File: src/rtl/key_pulse_pkg.sv
// Shared definitions for the key pulse generator: FSM states, key indices, default timing.
// Latency: n/a (constants and types only).
// Backpressure: n/a.
package key_pulse_pkg;

  typedef enum logic {
    IDLE    = 1'b0,
    PRESSED = 1'b1
  } key_state_t;

  // Bit positions of each button inside key_held and the internal press vector
  localparam int KEY_UP    = 3;
  localparam int KEY_DOWN  = 2;
  localparam int KEY_LEFT  = 1;
  localparam int KEY_RIGHT = 0;

  // 20 ms debounce, 0.5 s first repeat, 0.1 s repeat period at 50 MHz
  localparam int DEF_DEBOUNCE_CYCLES = 1000000;
  localparam int DEF_REPEAT_DELAY    = 25000000;
  localparam int DEF_REPEAT_PERIOD   = 5000000;

  function automatic int max_int(input int a, input int b);
    return (a > b) ? a : b;
  endfunction

endpackage

File: src/rtl/key_debounce.sv
// One button: 2-FF synchroniser, debounce counter, IDLE/PRESSED FSM, optional auto-repeat (KEY_REPEAT_EN).
// Latency: press pulse is combinational in the cycle the debounced level flips (DEBOUNCE_CYCLES after sync).
// Backpressure: none; pulses are fire-and-forget.
module key_debounce
  import key_pulse_pkg::*;
#(
  parameter int DEBOUNCE_CYCLES = DEF_DEBOUNCE_CYCLES
`ifdef KEY_REPEAT_EN
  ,
  parameter int REPEAT_DELAY  = DEF_REPEAT_DELAY,
  parameter int REPEAT_PERIOD = DEF_REPEAT_PERIOD
`endif
) (
  input  logic CLOCK50,
  input  logic reset,
  input  logic key_n,
  output logic press,
  output logic held
);

  localparam int CW = $clog2(DEBOUNCE_CYCLES + 1);
  localparam logic [CW-1:0] CNT_LAST = CW'(DEBOUNCE_CYCLES - 1);

  logic [1:0]    sync_q;
  logic          level_pressed;
  logic          differs;
  logic          accept;
  logic          press_edge;
  logic [CW-1:0] cnt_q, cnt_d;
  key_state_t    state_q, state_d;

  // Two-stage synchroniser; resets to the released (high) level
  always_ff @(posedge CLOCK50 or negedge reset) begin
    if (!reset) sync_q <= 2'b11;
    else        sync_q <= {sync_q[0], key_n};
  end

  assign level_pressed = ~sync_q[1];
  // The FSM state doubles as the debounced level, so the flip and the transition share one edge
  assign held = (state_q == PRESSED);

  // Debounce counter and FSM next-state; counter saturates at CNT_LAST by clearing on accept
  always_comb begin
    differs    = (level_pressed != held);
    accept     = differs && (cnt_q == CNT_LAST);
    cnt_d      = '0;
    state_d    = state_q;
    press_edge = 1'b0;
    if (differs && !accept) cnt_d = cnt_q + 1'b1;
    case (state_q)
      IDLE: begin
        if (accept) begin
          state_d    = PRESSED;
          press_edge = 1'b1;
        end
      end
      PRESSED: begin
        if (accept) state_d = IDLE;
      end
      default: state_d = IDLE;
    endcase
  end

  // Counter and FSM state registers
  always_ff @(posedge CLOCK50 or negedge reset) begin
    if (!reset) begin
      cnt_q   <= '0;
      state_q <= IDLE;
    end else begin
      cnt_q   <= cnt_d;
      state_q <= state_d;
    end
  end

`ifdef KEY_REPEAT_EN
  localparam int RW = $clog2(max_int(REPEAT_DELAY, REPEAT_PERIOD) + 1);

  logic [RW-1:0] rpt_cnt_q;
  logic          rpt_first_q;
  logic          rpt_fire;
  logic [RW-1:0] rpt_target;

  // rpt_cnt_q counts cycles since the last emitted pulse; first interval is the longer delay
  always_comb begin
    rpt_target = rpt_first_q ? RW'(REPEAT_DELAY) : RW'(REPEAT_PERIOD);
    rpt_fire   = held && !accept && (rpt_cnt_q == rpt_target);
  end

  // Repeat counter: restarts at the press pulse and at each repeat, cleared when not pressed
  always_ff @(posedge CLOCK50 or negedge reset) begin
    if (!reset) begin
      rpt_cnt_q   <= '0;
      rpt_first_q <= 1'b1;
    end else if (state_d != PRESSED) begin
      rpt_cnt_q   <= '0;
      rpt_first_q <= 1'b1;
    end else if (press_edge) begin
      rpt_cnt_q   <= RW'(1);
      rpt_first_q <= 1'b1;
    end else if (rpt_fire) begin
      rpt_cnt_q   <= RW'(1);
      rpt_first_q <= 1'b0;
    end else begin
      rpt_cnt_q   <= rpt_cnt_q + 1'b1;
    end
  end

  assign press = press_edge | rpt_fire;
`else
  assign press = press_edge;
`endif

endmodule

File: src/rtl/key_pulse_gen.sv
// Four debounced buttons to registered one-cycle move pulses; opposing pulses on an axis cancel. Repeat via KEY_REPEAT_EN.
// Latency: key_held and move_* change DEBOUNCE_CYCLES+1 edges after the first sample of a new key level.
// Backpressure: none; consumer must take each pulse in the cycle it is high.
module key_pulse_gen
  import key_pulse_pkg::*;
#(
  parameter int DEBOUNCE_CYCLES = DEF_DEBOUNCE_CYCLES,
  parameter int REPEAT_DELAY    = DEF_REPEAT_DELAY,
  parameter int REPEAT_PERIOD   = DEF_REPEAT_PERIOD
) (
  input  logic       CLOCK50,
  input  logic       reset,
  input  logic       KEY3,
  input  logic       KEY2,
  input  logic       KEY1,
  input  logic       KEY0,
  output logic       move_up,
  output logic       move_down,
  output logic       move_left,
  output logic       move_right,
  output logic [3:0] key_held
);

  logic [3:0] key_n;
  logic [3:0] press;

  assign key_n = {KEY3, KEY2, KEY1, KEY0};

  for (genvar i = 0; i < 4; i++) begin : g_key
    key_debounce #(
      .DEBOUNCE_CYCLES(DEBOUNCE_CYCLES)
`ifdef KEY_REPEAT_EN
      ,
      .REPEAT_DELAY   (REPEAT_DELAY),
      .REPEAT_PERIOD  (REPEAT_PERIOD)
`endif
    ) u_deb (
      .CLOCK50(CLOCK50),
      .reset  (reset),
      .key_n  (key_n[i]),
      .press  (press[i]),
      .held   (key_held[i])
    );
  end

  // Register move pulses; simultaneous opposing pulses on one axis cancel each other
  always_ff @(posedge CLOCK50 or negedge reset) begin
    if (!reset) begin
      move_up    <= 1'b0;
      move_down  <= 1'b0;
      move_left  <= 1'b0;
      move_right <= 1'b0;
    end else begin
      move_up    <= press[KEY_UP]    & ~press[KEY_DOWN];
      move_down  <= press[KEY_DOWN]  & ~press[KEY_UP];
      move_left  <= press[KEY_LEFT]  & ~press[KEY_RIGHT];
      move_right <= press[KEY_RIGHT] & ~press[KEY_LEFT];
    end
  end

endmodule
File: config.mk
export PLATFORM = sky130hd
export DESIGN_NAME = key_pulse_gen
export DESIGN_NICKNAME = d
export VERILOG_FILES = /design/src/rtl/key_pulse_pkg.sv /design/src/rtl/key_debounce.sv /design/src/rtl/key_pulse_gen.sv
export SDC_FILE = /design/constraint.sdc
export NUM_CORES = 1
export LEC_CHECK = 0
export CORE_UTILIZATION = 55
export DETAILED_ROUTE_END_ITERATION = 10
export PLACE_DENSITY = 0.79
export SLEW_MARGIN = 20
export SYNTH_ARGS = -nofsm -noshare
export SYNTH_HDL_FRONTEND = slang
export SYNTH_HIERARCHICAL = 1
export SYNTH_SLANG_ARGS = --single-unit
File: constraint.sdc
create_clock -name CLOCK50 -period 3.26 [get_ports CLOCK50]
set_input_delay 0.326 -clock CLOCK50 [delete_from_list [all_inputs] [get_ports CLOCK50]]
set_output_delay 0.326 -clock CLOCK50 [all_outputs]
set_load 0.01 [all_outputs]
; After elaboration in Yosys (flattened, before gate mapping)
; Cells that the tools add are included.
[totals]
reg_bits = 96
input_bits = 6
out_inout_bits = 8
elab_cells = 76
[classes]
n_eq_ne = 8
n_addsub = 4
n_mux = 20
bitwise_logic = 16
n_reduce_logical = 12
[ops]
columns = operator, n
row1 = "adder 20 x 1 -> 20 bit, second input constant", 4
row2 = "equality test 20 bit, second input constant", 4
row3 = 2-to-1 mux 20 bit, 4
row4 = 2-to-1 mux 1 bit, 12
row5 = inverter 1 bit, 12
row6 = logical AND 1 bit, 8
row7 = one-hot mux 1 bit (2 select lines), 4
row8 = bitwise AND 1 bit, 4
row9 = zero test 1 bit, 4
row10 = != test 1 bit, 4

; Longest topological paths before layout
; Gate-level depths: netlist of run 1.
[logic_depth]
word_depth = 7
ltp_mapped = 7
depth_no_buf = 7

; Hierarchy
; The synthesis of run 1 kept the hierarchy.
[by_module_without_submodules]
columns = mod, cells_each, instances, area_per_inst_um2, seq_area_each_um2
row1 = key_debounce (g_key[0].u_deb ...), 112, 3, 1098.6, 578.1
row2 = key_debounce (g_key[1].u_deb), 107, 1, 1127.3, 578.1
row3 = key_pulse_gen, 8, 1, 135.1, 100.1

; Worst setup path after synthesis of run 1
; OpenSTA, ideal clock, no wires.
[synth_timing]
path_type = flip-flop to flip-flop
startpoint = register g_key[0].u_deb.cnt_q[0]
endpoint = register g_key[0].u_deb.cnt_q[18]
arrival_time_ns = 1.819
slack_ns = 1.363
path_buffers = 1
period_less_slack_ns = 1.897
required_ns = 3.182
setup_time_ns = 0.078
stages_incl_launch_ff = 7
path_cell_list = dfrtp_1 -> ha_1 -> nand2_1 -> or4_1 -> clkbuf_1 -> or4_1 -> a21oi_1
[synth_via]
elab_chain_cells = 5
elab_cells_between_ends = 6
classes_between = 1 x add/sub / 1 x eq/ne / 1 x mux / 3 x reduce/logical
[synth_rtl]
columns = item, line_no
row1 = "start, declared", key_debounce.sv:29  ; logic [CW-1:0] cnt_q, cnt_d;
row2 = "start signal, assigned", key_debounce.sv:70  ; cnt_q <= cnt_d;
row3 = "parallel branches: the longest is 4 deep, another holds adder 20 x 1 -> 20 bit", n/a
row4 = 2-to-1 mux 20 bit *, key_debounce.sv:49  ; if (differs && !accept) cnt_d = cnt_q + 1'b1;
row5 = named net g_key[0].u_deb.cnt_d[18], key_debounce.sv:29
; Mark *: on every way through the listed nets, which the timed path passes.

; Worst setup path in the final report of run 1
[layout_timing]
startpoint = register g_key[2].u_deb.cnt_q[0]
endpoint = register g_key[2].u_deb.cnt_q[18]
[layout_via]
elab_chain_cells = 5
elab_cells_between_ends = 6
classes_between = 1 x add/sub / 1 x eq/ne / 1 x mux / 3 x reduce/logical
[layout_rtl]
columns = item, line_no
row1 = "start, declared", key_debounce.sv:29
row2 = "start signal, assigned", key_debounce.sv:70
row3 = "parallel branches: the longest is 4 deep, another holds adder 20 x 1 -> 20 bit", n/a
row4 = 2-to-1 mux 20 bit *, key_debounce.sv:49
row5 = named net g_key[2].u_deb.cnt_d[18], key_debounce.sv:29
; Marked as above.

==> qor.yml, run 1 <==
gr-usage-met1_pct: 26.2
max_freq_ghz: 0.487
yosys-top-cells-area: "dfrtp_1, xnor2_1, nor2_1, dfstp_2, xor2_1"
synth-edff-count: 0
grt_overflow: 0
required_ns: 3.55
tightest_slew_ns: 0.797
ctsHoldBuffers: 0
port_buffers: 13
pre_cts_ws_ns: 1.25
dieArea_um2: 8660
grt_max_degree: 66
irDropWorstVdd_mv: 0.265
synthAdderAreaFrac_pct: 2.20
crit_family: "simple AND/OR/NAND/NOR gates"
top_usage_layer: "met2"
ctsResizeCount: 0
yosys.area_share.simple_pct: 24.7
hold_ws_ns: 0.0502
synthMuxAreaShare_pct: 0
synth-compound-area-share_pct: 7.47
setup_viol: 0
clkLatencyLatePin_ns: 0.37
dieHeight_um: 93.0
start_kind: "flip-flop"
path_cells: "ha_1 -> nand2_1 -> or4_1 -> or4_1 -> a21oi_1"
synth.most_common_cell: "dfrtp_1"
synth_ff_type: "dfrtp_1"
cp-end-kind: "flip-flop"
via_per_inst: 5.68
status: "completed"
synth_commonest_cells: "dfrtp_1, nor2_1, xnor2_1"
vias: 3230
synth-seq-area-share_pct: 52.9
syn-instance-count: 451
chipWidth_um: 93.0
core_um2: 7890
rsz0062_at_grt: "no"
place_hpwl_um: 5190
hold_class: "in -> async"
setup_slack_ns: 1.21
cts_setup_buffers: 0
grtUsageMet3_pct: 4.31
drcViolationCount: 0
worst_ep_arrival_time_ns: 2.34
path_clk_slew_ns: 0.10
r2r_slack_ns: 1.21
critPathMaxFanout: 7
cts_sinks: 96
h-tree-depth: 3
power_density_nw_per_um2: 433
timing.final.crit_share_pct: 62.9
skew_ns: 0.00954
avgRoutedWirePerCell_um: 13.9
yosysTopAreaCellShare_pct: 48.3
drive_above_1_share_pct: 8.14
worst-setup-path-type: "reg -> reg"
cp_slowest_cell: "or4_1"
worst-path-buf-inv: 0
crit_top_cell: "or4_1"
slew-limit-headroom_pct: 46.9
synth-seq-cells: 96
grtUsageTotal_pct: 20.5
gp_congestion: 0.786
syn-num-nets: 465
row_count: 32
area_growth_pct: 9.39
drv_cap: 0
first_pass_iters: 4
final_hold_viol_count: 0
ys_async_sr_fraction_pct: 100
clock_path_buffers: 2
finalNetCount: 476
ys_types: 32
fin_tns_setup_ns: 0
nFillCells: 627
max_stage_delay_ns: 0.66
cts-root-buf: "clkbuf_8"
finalWirelength_um: 7890
final_antenna_net_count: 0
grt_pass1_vias: 3167
synth_top_family_by_area: "simple AND/OR/NAND/NOR gates"
synth_xor_area_share_pct: 9.42
cts_buffers: 9
ioPinCount: 14
diodes: 0
synth_warnings: 6
synth_area_leader_cell: "dfrtp_1"
finalMaxSlewViolations: 0
drtIter0Drc: 105
p_leak_nw: 2.04
avgSynthCellArea_um2: 10.1
grt_pass1_wl_um: 14000
grt.met2_usage_pct: 34.0
tritoncts: "done"
grt_antenna_before_repair: 0
start_util_pct: 57.8
fin_crit_ns: 2.05
synth_area_um2: 4560
## worst reg2reg max path, cell delays in order (launching register included)
cell and delay [ns]:
dfrtp_1 0.39, ha_1 0.21, nand2_1 0.12, or4_1 0.66, or4_1 0.44, a21oi_1 0.17
## cells by family (layout without fill, tap and decap cells)
logic type / count (synthesis) / after routing
AND/OR/NAND/NOR: 203 / 203
flip-flops: 96 / 96
AO/OA/AOI/OAI: 58 / 58
XOR/XNOR: 49 / 49
buffers and inverters: 37 / 53
adder cells (fa/ha/maj): 8 / 8
## per-layer routing
layer | part of all wire, % | vias to the layer above | routed length [µm]
li1 | - | 1594 | -
met1 | 47 | 1570 | 3710
met2 | 48 | 53 | 3800
met3 | 3.3 | 13 | 260
met4 | 1.5 | 0 | 119
met5 | 0 | - | 0
## cell type report
type / instances / area, µm² / area share, %
flip-flops and latches: 96 / 2410 / 48.4
multi-input cells: 318 / 1990 / 40.0
repair buffers: 15 / 143 / 2.86
clock buffers: 10 / 138 / 2.76
well taps: 102 / 128 / 2.56
clock inverters: 6 / 90.1 / 1.81
inverters: 22 / 82.6 / 1.66
## where the power goes
part	switching, mW	internal [mW]
sequential	0.0118	1.21
combinational	0.0502	0.0208
clock	0.412	0.456
## state kept, by name, summed over array words and instances, names as in the netlist
register and flops:
g_key.u_deb/cnt_q 80, g_key.u_deb/sync_q 8, g_key.u_deb/held 4, move_down 1, move_left 1, move_right 1
move_up 1
## cell usage in the layout (no fill, tap or decap), types with 4 or more instances in the layout
| cell type | count |
|---|---|
| a21oi_1 | 27 |
| a41o_1 | 4 |
| and2b_2 | 4 |
| clkbuf_8 | 10 |
| clkdlybuf4s50_1 | 12 |
| dfrtp_1 | 88 |
| dfstp_2 | 8 |
| ha_1 | 8 |
| inv_1 | 22 |
| nand2_1 | 28 |
| nand3_1 | 22 |
| nand4_1 | 11 |
| nor2_1 | 63 |
| nor2b_1 | 4 |
| nor3_1 | 13 |
| nor4_1 | 7 |
| o21ai_0 | 15 |
| o31ai_1 | 12 |
| or3_1 | 15 |
| or4_1 | 18 |
| xnor2_1 | 30 |
| xor2_1 | 19 |
## through the flow
step           instance area (µm²)  total power, mW  std cells  utilization [%]
6_report                      4990             2.16        569             63.2
5_1_grt                       4990             2.25        569             63.2
4_1_cts                       4990             2.19        569             63.2
3_5_place_dp                  4760             1.32        553             60.3
3_3_place_gp                  4760             1.32        553             60.3
2_1_floorplan                 4560             1.28        451                -
## worst paths after layout
path                                                          from                            endpoint  cells after the start
worst min-delay path                                         reset  g_key[1].u_deb/cnt_q[17]$_DFF_PN0_                      1
worst max register to register   g_key[2].u_deb/cnt_q[0]$_DFF_PN0_  g_key[2].u_deb/cnt_q[18]$_DFF_PN0_                      5
worst min register to register  g_key[3].u_deb/sync_q[0]$_DFF_PN1_  g_key[3].u_deb/sync_q[1]$_DFF_PN1_                      0
worst max-delay path             g_key[2].u_deb/cnt_q[0]$_DFF_PN0_  g_key[2].u_deb/cnt_q[18]$_DFF_PN0_                      5
min in group CLOCK50            g_key[3].u_deb/sync_q[0]$_DFF_PN1_  g_key[3].u_deb/sync_q[1]$_DFF_PN1_                      0
max in group asynchronous                                    reset   g_key[1].u_deb/cnt_q[2]$_DFF_PN0_                      2
(Power assumes the default switching activity.)
==> run 2, diff against run 1 <==
- clock period: 3.26 -> 1.89 ns (I/O delays scaled with it)
==> qor.yml, run 2 (synthesis gave the netlist of run 1 again) <==
seq_power_share_pct: 57.3  # was 56.6%
row_count: 32  # unchanged
max_freq_ghz: 0.545  # was 0.487 GHz
status: "completed"  # unchanged
layout.cells.most_common: "dfrtp_1"  # unchanged
cp-end-kind: "flip-flop"  # unchanged
core_um2: 7890  # unchanged
switching_share_pct: 24.4  # was 21.9%
tritoncts: "done"  # unchanged
fin_crit_ns: 1.84  # was 2.05 ns
drive_above_1_share_pct: 19.7  # was 8.14%
power_mw: 3.68  # was 2.16 mW
setup_slack_ns: 0.0546  # was 1.21 ns
diodes: 0  # unchanged
dieHeight_um: 93.0  # unchanged
clock_path_buffers: 2  # unchanged
finalNetCount: 521  # was 476
grt_pass1_wl_um: 15400  # was 14000 µm
area_growth_pct: 17.9  # was 9.39%
drtIter0Drc: 139  # was 105
power_frac_comb_pct: 4.3  # was 3.3%
clkLatencyLatePin_ns: 0.37  # about the same
cts_sinks: 96  # unchanged
path_cells: "ha_2 -> nand2_1 -> or4_4 -> or4_1 -> a21oi_1"  # was ha_1 -> nand2_1 -> or4_1 -> or4_1 -> a21oi_1
power_density_nw_per_um2: 686  # was 433 nW/µm²
pre_cts_ws_ns: -0.0326  # was 1.25 ns
start_util_pct: 57.8  # unchanged
dieArea_um2: 8660  # unchanged
grtUsageTotal_pct: 22.4  # was 20.5%
grt_overflow: 0  # unchanged
regMostFlops: "g_key.u_deb/cnt_q"  # unchanged
worst-setup-path-type: "reg -> reg"  # unchanged
tightest_slew_ns: 0.466  # was 0.797 ns
final_util_pct: 68.1  # was 63.2%
cts_buffers: 9  # unchanged
grt_max_degree: 51  # was 66
h-tree-depth: 3  # unchanged
critPathMaxFanout: 7  # unchanged
start_kind: "flip-flop"  # unchanged
ioPinCount: 14  # unchanged
fin_tns_setup_ns: 0  # unchanged
final_hold_viol_count: 0  # unchanged
port_buffers: 13  # unchanged
hold_class: "in -> reg"  # was in -> async
max_stage_delay_ns: 0.58  # was 0.66 ns
p_leak_nw: 2.25  # was 2.04 nW
cp_slowest_cell: "or4_4"  # was or4_1
hold_ws_ns: 0.214  # was 0.0502 ns
irDropWorstVdd_mv: 0.529  # was 0.265 mV
layout_common_cells: "dfrtp_1, nor2_1, buf_4"  # was dfrtp_1, nor2_1, xnor2_1
chipWidth_um: 93.0  # unchanged
timing.final.crit_share_pct: 97.1  # was 62.9%
vias: 3463  # was 3230
finalWirelength_um: 8880  # was 7890 µm
cts-root-buf: "clkbuf_8"  # unchanged
grt_antenna_before_repair: 0  # unchanged
largest_register_ffs: 80  # unchanged
slew-limit-headroom_pct: 68.7  # was 46.9%
skew_ns: 0.0112  # was 0.00954 ns
place_hpwl_um: 6070  # was 5190 µm
nFillCells: 577  # was 627
grt_pass1_vias: 3503  # was 3167
avgRoutedWirePerCell_um: 14.5  # was 13.9 µm
p_int_mw: 2.79  # was 1.69 mW
clkPwrFrac_pct: 38.5  # was 40.2%
drv_cap: 0  # unchanged
final_antenna_net_count: 0  # unchanged
required_ns: 2.19  # was 3.55 ns
p_sw_mw: 0.898  # was 0.474 mW
gp_congestion: 0.809  # was 0.786
first_pass_iters: 5  # was 4
drcViolationCount: 0  # unchanged
setup_viol: 0  # unchanged
path_clk_slew_ns: 0.10  # about the same
finalMaxSlewViolations: 0  # unchanged
via_per_inst: 5.64  # was 5.68
worst_ep_arrival_time_ns: 2.14  # was 2.34 ns
## run 2: final cells by class
class,instances,area [µm²],area share (%)
flip-flops and latches,96,2420,45.0
repair buffers,60,495,9.22
clock inverters,7,83.8,1.56
clock buffers,9,124,2.31
multi-input cells,318,2040,38.0
well taps,102,128,2.38
inverters,22,82.6,1.54
## run 2: per-layer routing
layer / GRT usage, % / routed length [µm] / up-vias
li1: - / - / 1684
met1: 28.8 / 4070 / 1713
met2: 37.1 / 4400 / 52
met3: 3.74 / 248 / 14
met4: 10.6 / 159 / 0
met5: 0 / 0 / -
## run 2: final timing paths
check,startpoint,to,slack (ns),cells after the start
min in group asynchronous,reset,g_key[1].u_deb/cnt_q[15]$_DFF_PN0_,0.23,2
max in group asynchronous,reset,g_key[0].u_deb/cnt_q[5]$_DFF_PN0_,0.99,3
min reg2reg,g_key[3].u_deb/sync_q[0]$_DFF_PN1_,g_key[3].u_deb/sync_q[1]$_DFF_PN1_,0.36,0
max reg2reg,g_key[3].u_deb/cnt_q[0]$_DFF_PN0_,g_key[3].u_deb/cnt_q[18]$_DFF_PN0_,0.05,5
max,g_key[3].u_deb/cnt_q[0]$_DFF_PN0_,g_key[3].u_deb/cnt_q[18]$_DFF_PN0_,0.05,5
min,KEY1,g_key[1].u_deb/sync_q[0]$_DFF_PN1_,0.21,1
## run 2: repair_timing
action	in CTS	in global routing
hold endpoints to repair	19	0
endpoints found under the setup margin	18	11
hold buffers	1	0
gates resized for setup	6	10
pin swaps	0	3
setup buffers	0	10
## run 2: power groups by stage
| stage | logic, mW | registers [mW] | clock network, mW |
|---|---|---|---|
| floorplan | 0.0639 | 2.15 | 0 |
| global placement | 0.144 | 2.15 | 0 |
| detailed placement | 0.150 | 2.15 | 0 |
| CTS | 0.152 | 2.11 | 1.45 |
| global route | 0.179 | 2.11 | 1.53 |
| finish | 0.158 | 2.11 | 1.42 |
## run 2: worst max-delay path: cells and delay by family, from the launching register on
family          cells  cell delay [ns]
simple gates        3             1.06
flops               1             0.38
fa+ha+maj           1             0.18
compound gates      1             0.15
## run 2: through the flow
step,instances,area (µm²)
after CTS,604,5270
after global placement,587,5030
after global routing,614,5370
final,614,5370
after floorplan,451,4570
after detailed placement,587,5030
